### src/rtl/nn_buf_pkg.sv
// rtl/nn_buf_pkg.sv - shared defaults, load FSM states and sizing helper for the NN buffers
package nn_buf_pkg;

    localparam int D_WL_DEF      = 24;
    localparam int UNITS_NUM_DEF = 5;
    localparam int DEPTH_DEF     = 6;

    typedef enum logic [1:0] {
        IDLE  = 2'd0,
        LOAD  = 2'd1,
        READY = 2'd2
    } state_t;

    // Never returns 0 so a single-entry counter still gets a 1-bit register.
    function automatic int clog2(input int n);
        int r;
        r = 1;
        for (int i = 1; i < 32; i++) begin
            if ((1 << i) < n) r = i + 1;
        end
        return r;
    endfunction

endpackage

### src/rtl/bias_row_packer.sv
// rtl/bias_row_packer.sv - gathers serial bias elements into one row and strobes its commit
module bias_row_packer
    import nn_buf_pkg::*;
#(
    parameter int D_WL      = D_WL_DEF,
    parameter int UNITS_NUM = UNITS_NUM_DEF
) (
    input  logic                      clk,
    input  logic                      rst,
    input  logic                      clear,
    input  logic                      beat,
    input  logic [D_WL-1:0]           data,
    output logic [UNITS_NUM*D_WL-1:0] row,
    output logic                      commit
);

    localparam int UW = clog2(UNITS_NUM);

    logic [UW-1:0]             unit_cnt;
    logic [UNITS_NUM*D_WL-1:0] shadow;

    // The committed row must already contain the final beat, so merge it combinationally.
    always_comb begin
        row = shadow;
        row[unit_cnt*D_WL +: D_WL] = data;
    end

    assign commit = beat && (unit_cnt == UW'(UNITS_NUM - 1));

    always_ff @(posedge clk or posedge rst) begin
        if (rst) begin
            unit_cnt <= '0;
            shadow   <= '0;
        end else if (clear) begin
            unit_cnt <= '0;
        end else if (beat) begin
            shadow   <= row;
            unit_cnt <= commit ? '0 : unit_cnt + 1'b1;
        end
    end

endmodule

### src/rtl/bias_buffer_ld.sv
// rtl/bias_buffer_ld.sv - serially loadable bias row buffer with registered row read port
module bias_buffer_ld
    import nn_buf_pkg::*;
#(
    parameter int D_WL      = D_WL_DEF,
    parameter int UNITS_NUM = UNITS_NUM_DEF,
    parameter int DEPTH     = DEPTH_DEF,
    parameter int AW        = 8
) (
    input  logic                      clk,
    input  logic                      rst,
    input  logic                      ld_start,
    input  logic                      ld_valid,
    input  logic [D_WL-1:0]           ld_data,
    output logic                      ld_ready,
    output logic                      ld_done,
    input  logic                      rd_req,
    input  logic [AW-1:0]             rd_addr,
    output logic                      rd_valid,
    output logic [UNITS_NUM*D_WL-1:0] rd_data,
    output logic                      rd_err
);

    localparam int RW = clog2(DEPTH);

    state_t                    state, next_state;
    logic [RW-1:0]             row_cnt;
    logic [UNITS_NUM*D_WL-1:0] row_w;
    logic                      commit;
    logic                      beat;
    logic                      rd_accept;
    logic                      last_row;
    logic [UNITS_NUM*D_WL-1:0] mem [DEPTH];

    // A coincident ld_start wins over ld_valid, so that beat is dropped.
    assign beat      = (state == LOAD) && ld_valid && !ld_start;
    assign last_row  = (row_cnt == RW'(DEPTH - 1));
    assign rd_accept = rd_req && ld_done;

    bias_row_packer #(
        .D_WL      (D_WL),
        .UNITS_NUM (UNITS_NUM)
    ) u_packer (
        .clk    (clk),
        .rst    (rst),
        .clear  (ld_start),
        .beat   (beat),
        .data   (ld_data),
        .row    (row_w),
        .commit (commit)
    );

    always_ff @(posedge clk or posedge rst) begin
        if (rst) state <= IDLE;
        else     state <= next_state;
    end

    always_comb begin
        next_state = state;
        ld_ready   = 1'b0;
        ld_done    = 1'b0;
        case (state)
            IDLE: ;
            LOAD: begin
                ld_ready = 1'b1;
                if (commit && last_row) next_state = READY;
            end
            READY:   ld_done = 1'b1;
            default: next_state = IDLE;
        endcase
        if (ld_start) next_state = LOAD;
    end

    always_ff @(posedge clk or posedge rst) begin
        if (rst) begin
            row_cnt <= '0;
        end else if (ld_start) begin
            row_cnt <= '0;
        end else if (commit) begin
            row_cnt <= last_row ? '0 : row_cnt + 1'b1;
        end
    end

    always_ff @(posedge clk) begin
        if (commit) mem[row_cnt] <= row_w;
    end

    // rd_data/rd_err only move on an accepted request and hold otherwise.
    always_ff @(posedge clk or posedge rst) begin
        if (rst) begin
            rd_valid <= 1'b0;
            rd_data  <= '0;
            rd_err   <= 1'b0;
        end else begin
            rd_valid <= rd_accept;
            if (rd_accept) begin
                if (rd_addr >= AW'(DEPTH)) begin
                    rd_data <= '0;
                    rd_err  <= 1'b1;
                end else begin
                    rd_data <= mem[rd_addr[RW-1:0]];
                    rd_err  <= 1'b0;
                end
            end
        end
    end

endmodule

### config.mk
export PLATFORM = sky130hd
export DESIGN_NAME = bias_buffer_ld
export DESIGN_NICKNAME = d
export VERILOG_FILES = /design/src/rtl/nn_buf_pkg.sv /design/src/rtl/bias_row_packer.sv /design/src/rtl/bias_buffer_ld.sv
export SDC_FILE = /design/constraint.sdc
export NUM_CORES = 2
export LEC_CHECK = 0
export ABC_AREA = 1
export CORE_MARGIN = 2
export CORE_UTILIZATION = 31
export DETAILED_ROUTE_END_ITERATION = 6
export DONT_BUFFER_PORTS = 1
export GPL_TIMING_DRIVEN = 1
export PLACE_DENSITY = 0.53
export SYNTH_ARGS = -nofsm -noshare
export SYNTH_HDL_FRONTEND = slang
export SYNTH_SLANG_ARGS = --single-unit
export TNS_END_PERCENT = 1
### constraint.sdc
create_clock -name clk -period 12.6 [get_ports clk]
set_input_delay 1.26 -clock clk [delete_from_list [all_inputs] [get_ports clk]]
set_output_delay 1.26 -clock clk [all_outputs]
set_load 0.05 [all_outputs]
==> impl_metrics.ini <==
[outcome]
status = finished, final reports clean

[global_route]
grt_pass1_wl_um = 211000
antenna_found_initial = 10
grt_overflow = 0
grtUsageTotal = 0.181
grt_max_degree = 243
grt_pass1_vias = 32456

[yosys]
yosys_warnings = 0
synth_most_common_cell = nand2_1
synthArstFlopShare = 0.300
syn_area_mm2 = 0.0468
synth_top_family_by_area = simple AND/OR/NAND/NOR gates
yosysUniqueCellTypes = 54
muxShareOfSynthArea = 0
synth-edff-count = 720
synth.top_cell.area_share = 0.462
synth-simple-area-share = 0.231
synth_compound_area_frac = 0.0812
synth_fp_nets = 4934
ys_seq_elements = 1028
synth_top_cell_by_area = edfxtp_1
synthCells = 4851
netlist_top_cells_count = 1698 x nand2_1, 720 x edfxtp_1, 405 x nand3_1
synthAdderAreaFrac = 0.0125
synth_seq_area_share = 0.627
synth.avg_cell_area_um2 = 9.65
synth_xor_area_frac = 0.00206
ys.flop_type = edfxtp_1
yosys-top-cells-area = edfxtp_1 46%, dfrtp_1 16%, nand2_1 14%

[floorplan]
die_h_um = 393
start_util = 0.312
row_count = 142
core-area_mm2 = 0.150
pin_count = 161
die_x_um = 393
die_area_mm2 = 0.154

[drt]
dr.pass1.iters = 6
vias = 33803
ant_nets = 0
drt_iter0_markers = 2648
wl_um = 141000
routedWlPerCell_um = 20.5
drt-met1-wl_um = 61500
drc = 0
vias_per_cell = 4.91
wl_met2_um = 65800
wl_met3_um = 10100
highest_layer = met5

[cts]
post_cts_buffers = 0
clk_latency_ns = 0.74
numCtsBuffers = 109
post_cts_resize_count = 0
holdBufCountCts = 0
h-tree-depth = 3
path_clk_slew_ns = 0.07
root_buffer = clkbuf_16
clock_sinks = 1028
clockBufferDepth = 3
cts_tree = done

[run]
maxCapViolCount = 0

[sta]
tightest_slew_ns = 1.17
fin_crit_ns = 5.90
setup_tns_ns = 0
setup_violations = 0
maxSlewViolCount = 0
layout_setup_ws_ns = 6.70
fin_crit_sh = 0.468
skew_ns = 0.0689
maxSlewHeadroom = 0.220
fmaxAchievable_mhz = 169
finalHoldViolations = 0
whs_ns = 0.475
rsz0062_at_grt = no

[power]
leakage_nw = 20.9
ir_worst_vdd_mv = 0.115
powerDensity_mw_per_mm2 = 149
finalPower_mw = 7.84

[placement]
dp.cells = 6675
hpwl_um = 80800
io_buffers = 0
place_ws_ns = 6.76
place_congestion = 0.923
placed_area_mm2 = 0.0489

[worst_hold_path]
hold_class = reg2reg
hold_start = u_packer.shadow[85]$_DFFE_PP0P_
hold_depth = 2

[final_layout]
drive_gt1_frac = 0.0693
fin_area_mm2 = 0.0526
postLayoutCoreUtil = 0.351
final_cells = 6889
area_growth_pct = 12.3
nets = 4853

[setup_path]
start_kind = register
cp_cell_sequence = buf_4 > inv_1 > ha_1 > nor2_4 > nand2_1 > nor2_1 > nand2_1 > nand2_1 > nand2_2 > inv_2 > nand3_1 > nor2_1 > nand2_1 > nand2_1 > nand3_1 > nor2_1 > nand2_1 > nor2_2 > nand3_4 > nor3_4 > nand3_4 > o21ai_1
worstSetupStartpoint = u_packer.unit_cnt[0]$_DFFE_PP0P_
crit_top_cell = nand2_1
required_ns = 13.08
cp_max_fo = 43
cp_num_buf_inv = 3
crit_cells = 22
r2r_cells = 22
critPathSlowestCell = nor3_4
endpoint_kind = register
critPathTopFamily = simple AND/OR/NAND/NOR gates
worst_path_largest_cell_delay_ns = 0.65
rr_startpoint = u_packer.unit_cnt[0]$_DFFE_PP0P_
critPathKind = reg2reg
critical_path_arrival_ns = 6.38
worst register-to-register path: stages (launching register included):
cell and delay, ns:
dfrtp_1 0.31, buf_4 0.37, inv_1 0.41, ha_1 0.50, nor2_4 0.26, nand2_1 0.13, nor2_1 0.16, nand2_1 0.09
nand2_1 0.08, nand2_2 0.38, inv_2 0.52, nand3_1 0.12, nor2_1 0.12, nand2_1 0.06, nand2_1 0.05, nand3_1 0.08
nor2_1 0.09, nand2_1 0.08, nor2_2 0.13, nand3_4 0.17, nor3_4 0.65, nand3_4 0.43, o21ai_1 0.51
state kept, by name, summed over array words and instances, names as in the netlist:
signal and cells:
rd_valid 1, mem 720, rd_data 120, state 2, u_packer.shadow 120, rd_err 1
row_cnt 32, u_packer.unit_cnt 32
layout make-up:
class                   count  area [um2]
diodes                      7        17.5
clock inverters            65         704
repair buffers             39         405
fillers                 14991       97400
inverters                 334        1280
flip-flops and latches   1028       29300
multi-input cells        3258       15400
clock buffers             142        2960
well taps                2016        2520
per-layer routing:
layer  vias up  global-route usage
met5         -                   0
met4        10              0.0531
met3       200              0.0461
met2       841               0.295
met1     16489               0.237
li1      16263                   -
path summary, 6_finish.rpt:
path,slack (ns),to
min reg2reg,0.48,u_packer.shadow[85]$_DFFE_PP0P_
max reg2reg,6.70,mem[2][103]$_DFFE_PP_
max,6.70,mem[2][103]$_DFFE_PP_
min,0.48,u_packer.shadow[85]$_DFFE_PP0P_
max in group asynchronous,9.91,rd_data[64]$_DFFE_PP0P_
min in group asynchronous,0.56,u_packer.unit_cnt[10]$_DFFE_PP0P_
power breakdown:
group,switching [mW],internal (mW),total (mW)
Clock,1.37,1.89,3.26
Combinational,0.622,0.194,0.816
Sequential,0.0288,3.73,3.76
cells by family (layout without fill, tap and decap cells):
group                    after synthesis  after routing
flip-flops                          1028           1028
XOR/XNOR                              11             11
AO/OA/AOI/OAI                        649            649
AND/OR/NAND/NOR                     2552           2552
other                                  0              7
buffers and inverters                565            580
adder cells (fa/ha/maj)               46             46
cells in the final DEF (no fill, tap or decap), types with 45 or more instances in the layout:
cell / netlist / final
nand2_1: 1698 / 1697
nand2_2: 46 / 46
edfxtp_1: 720 / 720
dfrtp_1: 308 / 308
nand3_1: 405 / 405
nor2_1: 221 / 218
o21ai_0: 78 / 78
a21oi_1: 325 / 325
o31ai_1: 122 / 122
ha_1: 45 / 45
inv_1: 317 / 316
clkbuf_16: 0 / 111
Note: power is estimated with default switching activity, not from simulation.
